==> src/rtl/sr_pkg.sv <==
// Shared types and constants for the Schumann Ignition Event (SIE) sequencer.
package sr_pkg;

    localparam int unsigned SIE_STATE_W = 3;
    localparam int unsigned SIE_COUNT_W = 16;
    localparam int unsigned TICK_CNT_W  = 16;

    localparam int ONE_Q14    = 16384;
    localparam int HALF_Q14   = 8192;
    localparam int THREEQ_Q14 = 12288;

    typedef enum logic [SIE_STATE_W-1:0] {
        SIE_IDLE    = 3'd0,
        SIE_ARMING  = 3'd1,
        SIE_IGNITE  = 3'd2,
        SIE_PLATEAU = 3'd3,
        SIE_DECAY   = 3'd4,
        SIE_REFRACT = 3'd5
    } sie_state_e;

endpackage

==> src/rtl/sie_tick_counter.sv <==
// Enable-gated up counter with clear and a terminal-count flag.
// clr and inc together load 1; tc_c flags the count that the next increment completes.
module sie_tick_counter #(
    parameter int unsigned CNT_W    = 16,
    parameter int          TC_VALUE = 1
) (
    input  logic clk,
    input  logic rst_n,
    input  logic clk_en,
    input  logic clr,
    input  logic inc,
    output logic tc_c
);

    logic [CNT_W-1:0] cnt_q;
    logic [CNT_W-1:0] cnt_d;

    always_comb begin
        cnt_d = cnt_q;
        if (clk_en) begin
            cnt_d = (clr ? '0 : cnt_q) + CNT_W'(inc);
        end
    end

    always_ff @(posedge clk or negedge rst_n) begin
        if (!rst_n) begin
            cnt_q <= '0;
        end else begin
            cnt_q <= cnt_d;
        end
    end

    assign tc_c = (cnt_q == CNT_W'(TC_VALUE));

endmodule

==> src/rtl/sr_ignition_controller.sv <==
// SIE sequencer: arms on sustained theta-f0 coherence with quiet beta, then ramps the
// f0 coupling gain up, holds, ramps down and locks out for a refractory period.
module sr_ignition_controller
    import sr_pkg::*;
#(
    parameter int WIDTH         = 18,
    parameter int FRAC          = 14,
    parameter int COH_ON        = THREEQ_Q14,
    parameter int COH_OFF       = HALF_Q14,
    parameter int ARM_TICKS     = 8,
    parameter int RAMP_STEP     = 512,
    parameter int GAIN_BASE     = ONE_Q14,
    parameter int GAIN_MAX      = 24576,
    parameter int MAX_HOLD      = 2000,
    parameter int REFRACT_TICKS = 400
) (
    input  logic             clk,
    input  logic             rst_n,
    input  logic             clk_en,
    input  logic             enable,
    input  logic [WIDTH-1:0] sr_coherence,
    input  logic             beta_quiet,
    output logic [WIDTH-1:0] sr_gain,
    output logic             sr_amplification,
    output logic             sie_start,
    output logic [2:0]       sie_state,
    output logic [15:0]      sie_count
);

    localparam int unsigned GW = WIDTH + 1;

    localparam logic signed [WIDTH-1:0] COH_ON_V    = WIDTH'(COH_ON);
    localparam logic signed [WIDTH-1:0] COH_OFF_V   = WIDTH'(COH_OFF);
    localparam logic signed [WIDTH-1:0] GAIN_BASE_V = WIDTH'(GAIN_BASE);
    localparam logic signed [WIDTH-1:0] GAIN_MAX_V  = WIDTH'(GAIN_MAX);
    localparam logic signed [WIDTH:0]   STEP_X      = GW'(RAMP_STEP);
    localparam logic signed [WIDTH:0]   BASE_X      = GW'(GAIN_BASE);
    localparam logic signed [WIDTH:0]   MAX_X       = GW'(GAIN_MAX);

    // Peak gain must be representable as a positive WIDTH-bit value.
    if ((GAIN_MAX > (2 ** (WIDTH - 1)) - 1) || (FRAC >= WIDTH)) begin : g_param_check
        $error("sr_ignition_controller: GAIN_MAX or FRAC out of range for WIDTH");
    end

    sie_state_e              state_q, state_d;
    logic signed [WIDTH-1:0] gain_q, gain_d;
    logic                    amp_q, amp_d;
    logic                    start_q, start_d;
    logic [SIE_COUNT_W-1:0]  count_q, count_d;

    logic                    qualify_c, sustain_c;
    logic signed [WIDTH:0]   gain_up_c, gain_dn_c;
    logic                    arm_clr, arm_inc, arm_tc;
    logic                    hold_clr, hold_inc, hold_tc;
    logic                    ref_clr, ref_inc, ref_tc;

    assign qualify_c = beta_quiet && ($signed(sr_coherence) >= COH_ON_V);
    assign sustain_c = beta_quiet && ($signed(sr_coherence) >= COH_OFF_V);

    // Widened so the ramp can never wrap before clamping.
    assign gain_up_c = GW'(gain_q) + STEP_X;
    assign gain_dn_c = GW'(gain_q) - STEP_X;

    sie_tick_counter #(.CNT_W(TICK_CNT_W), .TC_VALUE(ARM_TICKS - 1)) u_arm_cnt (
        .clk    (clk),
        .rst_n  (rst_n),
        .clk_en (clk_en),
        .clr    (arm_clr),
        .inc    (arm_inc),
        .tc_c   (arm_tc)
    );

    sie_tick_counter #(.CNT_W(TICK_CNT_W), .TC_VALUE(MAX_HOLD - 1)) u_hold_cnt (
        .clk    (clk),
        .rst_n  (rst_n),
        .clk_en (clk_en),
        .clr    (hold_clr),
        .inc    (hold_inc),
        .tc_c   (hold_tc)
    );

    sie_tick_counter #(.CNT_W(TICK_CNT_W), .TC_VALUE(REFRACT_TICKS - 1)) u_ref_cnt (
        .clk    (clk),
        .rst_n  (rst_n),
        .clk_en (clk_en),
        .clr    (ref_clr),
        .inc    (ref_inc),
        .tc_c   (ref_tc)
    );

    always_comb begin
        state_d  = state_q;
        gain_d   = gain_q;
        amp_d    = amp_q;
        start_d  = 1'b0;
        count_d  = count_q;
        arm_clr  = 1'b0;
        arm_inc  = 1'b0;
        hold_clr = 1'b0;
        hold_inc = 1'b0;
        ref_clr  = 1'b0;
        ref_inc  = 1'b0;

        if (clk_en) begin
            case (state_q)
                SIE_IDLE: begin
                    arm_clr = 1'b1;
                    if (enable && qualify_c) begin
                        state_d = SIE_ARMING;
                        arm_inc = 1'b1;
                    end
                end
                SIE_ARMING: begin
                    if (!enable || !qualify_c) begin
                        state_d = SIE_IDLE;
                        arm_clr = 1'b1;
                    end else begin
                        arm_inc = 1'b1;
                        if (arm_tc) begin
                            state_d = SIE_IGNITE;
                            start_d = 1'b1;
                            count_d = (count_q == '1) ? count_q : count_q + 16'd1;
                        end
                    end
                end
                SIE_IGNITE: begin
                    if (!enable || !sustain_c) begin
                        state_d = SIE_DECAY;
                    end else if (gain_up_c >= MAX_X) begin
                        gain_d   = GAIN_MAX_V;
                        state_d  = SIE_PLATEAU;
                        hold_clr = 1'b1;
                    end else begin
                        gain_d = WIDTH'(gain_up_c);
                    end
                end
                SIE_PLATEAU: begin
                    gain_d   = GAIN_MAX_V;
                    hold_inc = 1'b1;
                    if (!enable || !sustain_c || hold_tc) begin
                        state_d = SIE_DECAY;
                    end
                end
                SIE_DECAY: begin
                    if (gain_dn_c <= BASE_X) begin
                        gain_d  = GAIN_BASE_V;
                        state_d = SIE_REFRACT;
                        ref_clr = 1'b1;
                    end else begin
                        gain_d = WIDTH'(gain_dn_c);
                    end
                end
                SIE_REFRACT: begin
                    ref_inc = 1'b1;
                    if (ref_tc) begin
                        state_d = SIE_IDLE;
                    end
                end
                default: begin
                    state_d = SIE_IDLE;
                    gain_d  = GAIN_BASE_V;
                end
            endcase
            amp_d = (state_d == SIE_IGNITE) || (state_d == SIE_PLATEAU);
        end
    end

    always_ff @(posedge clk or negedge rst_n) begin
        if (!rst_n) begin
            state_q <= SIE_IDLE;
            gain_q  <= GAIN_BASE_V;
            amp_q   <= 1'b0;
            start_q <= 1'b0;
            count_q <= '0;
        end else begin
            state_q <= state_d;
            gain_q  <= gain_d;
            amp_q   <= amp_d;
            start_q <= start_d;
            count_q <= count_d;
        end
    end

    assign sr_gain          = gain_q;
    assign sr_amplification = amp_q;
    assign sie_start        = start_q;
    assign sie_state        = state_q;
    assign sie_count        = count_q;

endmodule

==> config.mk <==
export PLATFORM = sky130hd
export DESIGN_NAME = sr_ignition_controller
export DESIGN_NICKNAME = d
export VERILOG_FILES = /design/src/rtl/sr_pkg.sv /design/src/rtl/sie_tick_counter.sv /design/src/rtl/sr_ignition_controller.sv
export SDC_FILE = /design/constraint.sdc
export NUM_CORES = 1
export LEC_CHECK = 0
export ABC_AREA = 1
export CAP_MARGIN = 20
export CORE_ASPECT_RATIO = 0.5
export CORE_UTILIZATION = 61
export DETAILED_ROUTE_END_ITERATION = 10
export GPL_TIMING_DRIVEN = 1
export MAX_ROUTING_LAYER = met4
export PLACE_DENSITY = 0.86
export SLEW_MARGIN = 0
export SYNTH_ARGS = -nofsm -noshare
export SYNTH_HDL_FRONTEND = slang
export SYNTH_SLANG_ARGS = --single-unit
==> constraint.sdc <==
create_clock -name clk -period 8.9 [get_ports clk]
set_clock_uncertainty 0.1 [all_clocks]
set_input_delay 2.225 -clock clk [delete_from_list [all_inputs] [get_ports clk]]
set_output_delay 2.225 -clock clk [all_outputs]
set_load 0.005 [all_outputs]
==> flow_summary.json, run 1 <==
{
  "antenna_found_initial": 0,
  "htree_levels": 3,
  "synth_area_um2": 5160,
  "cts_made_buffers": 9,
  "ys_types": 39,
  "worst_ep_arrival_time_ns": 5.54,
  "num_rows": 23,
  "finalSetupTns_ns": 0,
  "vias_per_cell": 5.37,
  "post-route-period-util": 0.604,
  "vias": 4703,
  "final-seq-area_um2": 1950,
  "drive_above_1_share": 0.0654,
  "min_period_ns": 5.38,
  "core_area_um2": 8090,
  "worst_slew_pin_slew_ns": 0.975,
  "fmax_mhz": 186,
  "wl_per_cell_um": 12.9,
  "setup_violations": 0,
  "root_buffer": "clkbuf_16",
  "die_w_um": 132,
  "tritoncts": "done",
  "grt.total_usage": 0.281,
  "path_clk_slew_ns": 0.06,
  "area.growth.synth_to_final_pct": 14.8,
  "relSlewSlack": 0.350,
  "crit_type": "in2reg",
  "fillers": 600,
  "cts.sinks": 78,
  "initial_core_util": 0.638,
  "rsz0062_at_grt": "no",
  "yosysSeqAreaShare": 0.379,
  "cts_buffer_depth": 2,
  "avgSynthCellArea_um2": 7.17,
  "portBuffers": 40,
  "dp.cells": 860,
  "synth.area.mux_share": 0,
  "gp_congestion": 0.932,
  "drt-pass1-iter-count": 6,
  "overflow": 0,
  "ir_drop_uv": 123,
  "leakage_nw": 2.97,
  "antenna_left": 0,
  "nNetsFinal": 792,
  "multi_input_area_um2": 2660,
  "dp_hpwl_mm": 7.93,
  "hold_ws_ns": 0.401,
  "outcome": "completed",
  "yosys.area_share.xor_xnor": 0.0764,
  "grt_first_pass_wirelength_mm": 19.2,
  "p_per_area_nw_per_um2": 201,
  "synthSimpleGateAreaFrac": 0.346,
  "worstPathRequired_ns": 9.06,
  "cts_resized": 0,
  "synth_compound_area_frac": 0.0616,
  "drt_iter0_drc": 306,
  "endpoint_kind": "flip-flop",
  "drc_errors": 0,
  "synth-seq-cells": 78,
  "die_h_um": 67.0,
  "path_max_fanout": 31,
  "synth_top_family_by_area": "simple AND/OR/NAND/NOR gates",
  "clk-insertion-delay-late_ns": 0.34,
  "hp-class": "reg2reg",
  "layoutNonFillerInstCount": 876,
  "diodes": 0,
  "maxSlewViolCount": 0,
  "io_pins": 62,
  "ctsHoldBuffers": 0,
  "yosysWarnings": 0,
  "die_area_um2": 8850,
  "grt_pass1_vias": 4413,
  "cp-start-kind": "primary input",
  "cts_setup_buffers": 0,
  "syn_inst": 719,
  "routed_wl_mm": 11.3,
  "finalHoldViolCount": 0,
  "synthAdderAreaFrac": 0.0243,
  "grt_max_degree": 79,
  "max_cap_violations": 0
}
cells in the mapped netlist:
library cell,number,area share
clkbuf_1,4,0.0029
a31oi_2,1,0.0024
dfstp_2,1,0.0051
conb_1,1,0.00073
buf_6,4,0.0087
or2_2,1,0.0012
nor2_2,7,0.0085
nor2_4,5,0.011
o21ai_0,34,0.033
o211ai_1,2,0.0029
nand3_1,47,0.046
nor3_4,1,0.0032
xnor2_1,20,0.034
dfrtp_1,77,0.37
o21ai_1,3,0.0029
a41oi_1,1,0.0017
xor2_1,25,0.042
nand3b_1,1,0.0015
nand2_1,186,0.14
nor4_1,6,0.0073
a31oi_1,2,0.0024
buf_2,1,0.00097
nand3_4,1,0.0034
nand3_2,4,0.0078
inv_1,115,0.084
nor3_2,3,0.0058
ha_1,10,0.024
buf_4,10,0.015
inv_2,1,0.00073
nand4_1,26,0.032
o21ai_4,1,0.0032
nor3b_1,1,0.0015
nor2_1,87,0.063
o2111ai_1,2,0.0034
nand4_2,1,0.0024
buf_1,1,0.00073
nor3_1,11,0.011
a21oi_1,10,0.0097
nand2_2,5,0.0061
kinds of logic after synthesis:
| logic type | after synthesis |
|---|---|
| AOI/OAI and AO/OA | 56 |
| xor gates and xnor gates | 45 |
| adders and majority gates | 10 |
| buffers and inverters | 136 |
| DFF | 78 |
| other | 1 |
| and+or+nand+nor | 393 |
layout by cell type, fill, tap and decap left out, drive strengths merged:
cell type,Yosys,layout
a31oi,3,3
nor3,15,15
nor2,99,99
xor2,25,25
buf,16,2
bufinv,0,2
o2111ai,2,2
nor4,6,6
inv,116,116
o21ai,38,38
nand2,191,191
ha,10,10
o211ai,2,2
nor3b,1,1
nand3,52,52
clkbuf,4,11
or2,1,1
a41oi,1,1
xnor2,20,20
conb,1,9
clkinvlp,0,1
clkdlybuf4s50,0,39
nand3b,1,1
a21oi,10,10
clkinv,0,2
dfstp,1,1
dfrtp,77,77
nand4,27,27
power by group:
group / internal [mW] / leakage [nW] / switching (mW)
logic: 0.132 / 1.74 / 0.223
registers: 0.382 / 1.06 / 0.0434
clock network: 0.261 / 0.162 / 0.146
total: 0.775 / 2.97 / 0.413
final timing paths:
path / start / endpoint / slack, ns / cells past startpoint
worst max-delay path: clk_en / u_arm_cnt.cnt_q[14] / 3.52 / 16
worst min-delay path: sr_amplification / sr_amplification / 0.40 / 2
worst max register to register: sr_gain[9] / u_ref_cnt.cnt_q[11] / 5.46 / 19
worst min register to register: sr_amplification / sr_amplification / 0.40 / 2
max in group asynchronous: rst_n / u_ref_cnt.cnt_q[9] / 6.12 / 1
min in group asynchronous: rst_n / u_arm_cnt.cnt_q[12] / 1.93 / 1
per-layer routing:
metal / wire, um / track usage / up-vias
met4: 206 / 0.0887 / 0
met5: 0 / - / -
met2: 5310 / 0.478 / 145
li1: - / - / 2332
met1: 5170 / 0.340 / 2201
met3: 599 / 0.0601 / 25
sequential cells by signal, indices dropped and copies added (netlist names):
name / cells
sie_state: 3
sr_gain: 9
sie_count: 16
u_arm_cnt.cnt_q: 16
u_ref_cnt.cnt_q: 16
sie_start: 1
u_hold_cnt.cnt_q: 16
sr_amplification: 1
through the flow:
| step | utilization | area (um2) | power, mW | worst slack, ns |
|---|---|---|---|---|
| 2_1_floorplan | - | 5190 | 0.676 | 4.36 |
| 3_3_place_gp | 0.691 | 5590 | 0.772 | 3.33 |
| 3_5_place_dp | 0.691 | 5590 | 0.780 | 3.30 |
| 4_1_cts | 0.732 | 5920 | 1.19 | 3.55 |
| 5_1_grt | 0.732 | 5920 | 1.25 | 3.27 |
| 6_report | 0.732 | 5920 | 1.19 | 3.52 |
worst max-delay path, cell delays in order:
cell and delay, ns:
clkdlybuf4s50_1 0.40, buf_4 0.25, inv_1 0.45, nor2_1 0.16
o21ai_4 0.21, inv_1 0.23, nor2_1 0.15, ha_1 0.21
ha_1 0.17, nand2_1 0.10, nor2_1 0.12, nand3_1 0.14
nor2_2 0.25, nand4_1 0.17, nor2_1 0.16, xnor2_1 0.13
layout make-up:
class                      count  share of cell area
clock buffer                  11              0.0427
clock inverter                 5              0.0137
inverter                     116              0.0735
multi-input combinational    513               0.448
sequential                    78               0.330
tap                          112              0.0237
timing repair buffer          41              0.0684
No activity file was read; power rests on OpenSTA's default activity.
==> inputs of run 2 (changes only) <==
CORE_UTILIZATION = 57   (was 61)
PLACE_DENSITY = 0.81   (was 0.86)
clock period = 5.55 ns   (was 8.9 ns; I/O delays follow)
==> run 2 against run 1 <==
  * Clock power grew 56%
  * Combinational power up 59%
  * Die area increased by 6.9%
  * Wire length down 4.6%
  * Clock-buffer cell count is 2 higher
  * Flip-flop and latch count unchanged
  * Critical path type unchanged
  * Highest routed layer unchanged
==> flow_summary.json, run 2 (synthesized netlist as in run 1, its figures left out) <==
{
  "rsz0062_at_grt": "no",
  "dp_hpwl_mm": 7.85,
  "cts_setup_buffers": 0,
  "area.growth.synth_to_final_pct": 14.8,
  "grt.total_usage": 0.253,
  "fin_area_um2": 5920,
  "die_w_um": 137,
  "vias": 4606,
  "final_cell_mix": "nand2_1 (186), inv_1 (115), nor2_1 (87)",
  "fmax_mhz": 227,
  "final_common_cell": "nand2_1",
  "die_area_um2": 9460,
  "finalSetupTns_ns": 0,
  "diodes": 0,
  "finalHoldViolCount": 0,
  "path_max_fanout": 17,
  "initial_core_util": 0.590,
  "outcome": "completed",
  "routed_wl_mm": 10.8,
  "num_rows": 24,
  "worst_ep_arrival_time_ns": 4.56,
  "die_h_um": 69.3,
  "cts_resized": 0,
  "ctsHoldBuffers": 0,
  "overflow": 0,
  "ir_drop_uv": 241,
  "cts_made_buffers": 9,
  "drive_above_1_share": 0.0627,
  "hp-class": "reg2reg",
  "post-route-util": 0.678,
  "leakage_nw": 2.96,
  "dp.cells": 866,
  "p_per_area_nw_per_um2": 317,
  "cts.sinks": 78,
  "path_clk_slew_ns": 0.06,
  "maxSlewViolCount": 0,
  "min_period_ns": 4.40,
  "setup_ws_ns": 1.15,
  "grt_first_pass_wirelength_mm": 18.4,
  "worst_slew_pin_slew_ns": 0.983,
  "post-route-period-util": 0.792,
  "place_area_um2": 5600,
  "layoutNonFillerInstCount": 882,
  "max_cap_violations": 0,
  "core_area_um2": 8740,
  "drt_iter0_drc": 265,
  "relSlewSlack": 0.345,
  "setup_violations": 0,
  "drc_errors": 0,
  "drt-pass1-iter-count": 5,
  "nNetsFinal": 793,
  "preCtsSetupSlack_ns": 0.822,
  "cts_buffer_depth": 2,
  "antenna_found_initial": 0,
  "cp-start-kind": "primary input",
  "tritoncts": "done",
  "worstPathRequired_ns": 5.71,
  "htree_levels": 3,
  "vias_per_cell": 5.22,
  "crit_type": "in2reg",
  "grt_pass1_vias": 4232,
  "wl_per_cell_um": 12.2,
  "antenna_left": 0,
  "io_pins": 62,
  "root_buffer": "clkbuf_16",
  "gp_congestion": 0.876,
  "endpoint_kind": "flip-flop",
  "clk-insertion-delay-late_ns": 0.34,
  "portBuffers": 40,
  "grt_max_degree": 79
}
run 2: cell count changes in the layout (fill, tap and decap cells not counted), sizes merged:
cell	delta
buf	+1
clkbuf	+2
clkinv	-2
run 2: per-layer routing:
layer  up-vias  wire length [um]  global-route usage
met1      2139              5200               0.326
li1       2337                 -                   -
met5         -                 0                   -
met3         7               494              0.0570
met4         0                84              0.0654
met2       123              4990               0.403
run 2: per-stage QoR:
stage	hold slack (ns)	total power, mW
after floorplan	0.364	1.08
after global placement	0.371	1.24
after detailed placement	0.370	1.25
after CTS	0.392	1.89
after global routing	0.429	1.98
final	0.394	1.88
run 2: final timing paths:
check                            startpoint  slack, ns                  end  cells after the start
setup / recovery           sr_coherence[16]       1.15  u_arm_cnt.cnt_q[14]                     18
hold / removal             sr_amplification       0.39     sr_amplification                      2
setup reg to reg                 sr_gain[9]       2.17  u_ref_cnt.cnt_q[11]                     21
hold reg to reg            sr_amplification       0.39     sr_amplification                      2
max in group asynchronous             rst_n       3.60  u_ref_cnt.cnt_q[12]                      1
min in group asynchronous             rst_n       1.07   u_arm_cnt.cnt_q[8]                      1
run 2: layout make-up:
class | count | area [um2]
fill | 732 | 2820
multi-input combinational | 513 | 2660
sequential | 78 | 1950
inverter | 116 | 435
timing repair buffer | 42 | 413
clock buffer | 13 | 250
tap | 117 | 146
clock inverter | 3 | 67.6
run 2: power breakdown:
group / switching [mW] / total (mW) / internal (mW)
Combinational: 0.350 / 0.563 / 0.212
Sequential: 0.0690 / 0.682 / 0.613
Clock: 0.227 / 0.634 / 0.407
Total: 0.647 / 1.88 / 1.23
run 2: critical path: stages:
cell	delay, ns
clkdlybuf4s50_1	0.50
nor2_1	0.05
nand2_1	0.05
nand2_1	0.12
a31oi_2	0.25
inv_2	0.09
o21ai_4	0.39
inv_1	0.22
nor2_1	0.14
ha_1	0.20
ha_1	0.15
nand2_1	0.08
nor2_1	0.11
nand3_1	0.14
nor2_2	0.25
nand4_1	0.17
nor2_1	0.15
xnor2_1	0.13
==> inputs of run 3 (changes only) <==
clock period = 4.2 ns   (was 5.55 ns; I/O delays follow)
==> run 3 against run 2 <==
  * Combinational power grew 35%
  * Flip-flop and latch count is the same
  * Critical path type unchanged
  * Final cell count grew 0.23%
  * Critical path depth is the same
  * Worst setup slack lost 0.63 ns
==> flow_summary.json, run 3 (synthesized netlist as in run 1, its figures left out) <==
{
  "r2r_cells": 19,
  "cts_resized": 0,
  "setup_violations": 0,
  "path_clk_slew_ns": 0.06,
  "final_cell_mix": "nand2_1 (186), inv_1 (115), nor2_1 (87)",
  "initial_core_util": 0.590,
  "nNetsFinal": 796,
  "vias_per_cell": 5.21,
  "root_buffer": "clkbuf_16",
  "io_pins": 62,
  "reg2reg_setup_slack_ns": 0.94,
  "drt-pass1-iter-count": 5,
  "dp_hpwl_mm": 7.95,
  "gp_congestion": 0.895,
  "diodes": 0,
  "finalSetupTns_ns": 0,
  "drc_errors": 0,
  "cts.sinks": 78,
  "ir_drop_uv": 256,
  "grt.total_usage": 0.262,
  "num_rows": 24,
  "final_common_cell": "nand2_1",
  "antenna_left": 0,
  "routed_wl_mm": 11.0,
  "die_w_um": 137,
  "wl_per_cell_um": 12.4,
  "drt_iter0_drc": 293,
  "leakage_nw": 2.96,
  "area.growth.synth_to_final_pct": 14.4,
  "fmax_mhz": 272,
  "crit-reg2reg-launch": "sr_gain[9]",
  "min_period_ns": 3.68,
  "ctsHoldBuffers": 0,
  "cp-start-kind": "primary input",
  "cts_made_buffers": 9,
  "grt_max_degree": 79,
  "endpoint_kind": "flip-flop",
  "overflow": 0,
  "dp.cells": 868,
  "portBuffers": 40,
  "post-route-period-util": 0.875,
  "vias": 4605,
  "clk-insertion-delay-late_ns": 0.34,
  "hp-class": "reg2reg",
  "min_to": "sr_amplification",
  "whs_path_depth": 2,
  "power.total_mw": 2.35,
  "p_per_area_nw_per_um2": 398,
  "tritoncts": "done",
  "grt_pass1_vias": 4341,
  "maxSlewViolCount": 0,
  "die_area_um2": 9460,
  "cts_buffer_depth": 2,
  "fillers": 726,
  "grt_first_pass_wirelength_mm": 19.1,
  "cts_setup_buffers": 0,
  "die_h_um": 69.3,
  "htree_levels": 3,
  "path_max_fanout": 6,
  "drive_above_1_share": 0.0678,
  "worstPathRequired_ns": 4.37,
  "finalHoldViolCount": 0,
  "rsz0062_at_grt": "no",
  "worst_ep_arrival_time_ns": 3.85,
  "antenna_found_initial": 0,
  "crit_type": "in2reg",
  "max_cap_violations": 0,
  "layoutNonFillerInstCount": 884,
  "post-route-util": 0.675,
  "r2r-end": "u_ref_cnt.cnt_q[8]",
  "worstHoldStart": "sr_amplification",
  "core_area_um2": 8740,
  "outcome": "completed"
}
[run 3: cell count changes in the layout (fill, tap and decap cells not counted)]
cell,delta
clkbuf_1,-2
clkinv_2,+4
clkbuf_8,-1
buf_4,+2
buf_16,+1
bufinv_16,-2
[run 3: final cells by class]
type                       count  area, um2  share of cell area
inverter                     116        435              0.0738
clock inverter                 5       27.5             0.00466
tap                          117        146              0.0248
sequential                    78       1950               0.331
clock buffer                  10        229              0.0388
timing repair buffer          45        455              0.0772
multi-input combinational    513       2660               0.450
[run 3: worst max-delay path by stage]
stage                     from                  end  slack, ns  cells after the start
floorplan           beta_quiet  u_arm_cnt.cnt_q[14]       0.84                     18
global placement    beta_quiet  u_arm_cnt.cnt_q[14]       0.23                     18
detailed placement  beta_quiet  u_arm_cnt.cnt_q[14]       0.14                     18
CTS                 beta_quiet  u_arm_cnt.cnt_q[14]       0.50                     18
global route            enable  u_arm_cnt.cnt_q[14]       0.15                     18
finish              beta_quiet  u_arm_cnt.cnt_q[14]       0.52                     18
[run 3: report_power, final]
group	internal (mW)	total, mW	switching [mW]
Combinational	0.288	0.760	0.472
Clock	0.392	0.685	0.293
Sequential	0.810	0.901	0.0907
Total	1.49	2.35	0.856
[run 3: critical path, stage by stage]
cell             delay [ns]
clkdlybuf4s50_1        0.45
nand2_1                0.05
nor2_1                 0.09
nand2_1                0.14
a31oi_2                0.26
inv_2                  0.09
o21ai_4                0.13
inv_1                  0.13
nor2_1                 0.11
ha_1                   0.19
ha_1                   0.15
nand2_1                0.08
nor2_1                 0.11
nand3_1                0.12
nor2_2                 0.22
nand4_1                0.18
nor2_1                 0.16
xnor2_1                0.13
[run 3: metal layers]
metal	wire length [um]	global-route usage	up-vias
met5	0	-	-
met4	148	0.0802	0
met3	556	0.0629	16
met2	5090	0.412	109
met1	5180	0.335	2134
li1	-	-	2346
[run 3: through the flow]
step,hold WS (ns),worst slack (ns),cell area [um2]
final,0.397,0.523,5900
after global routing,0.434,0.147,5900
after CTS,0.401,0.499,5870
after detailed placement,0.388,0.139,5620
after global placement,0.371,0.234,5620
after floorplan,0.364,0.838,5190
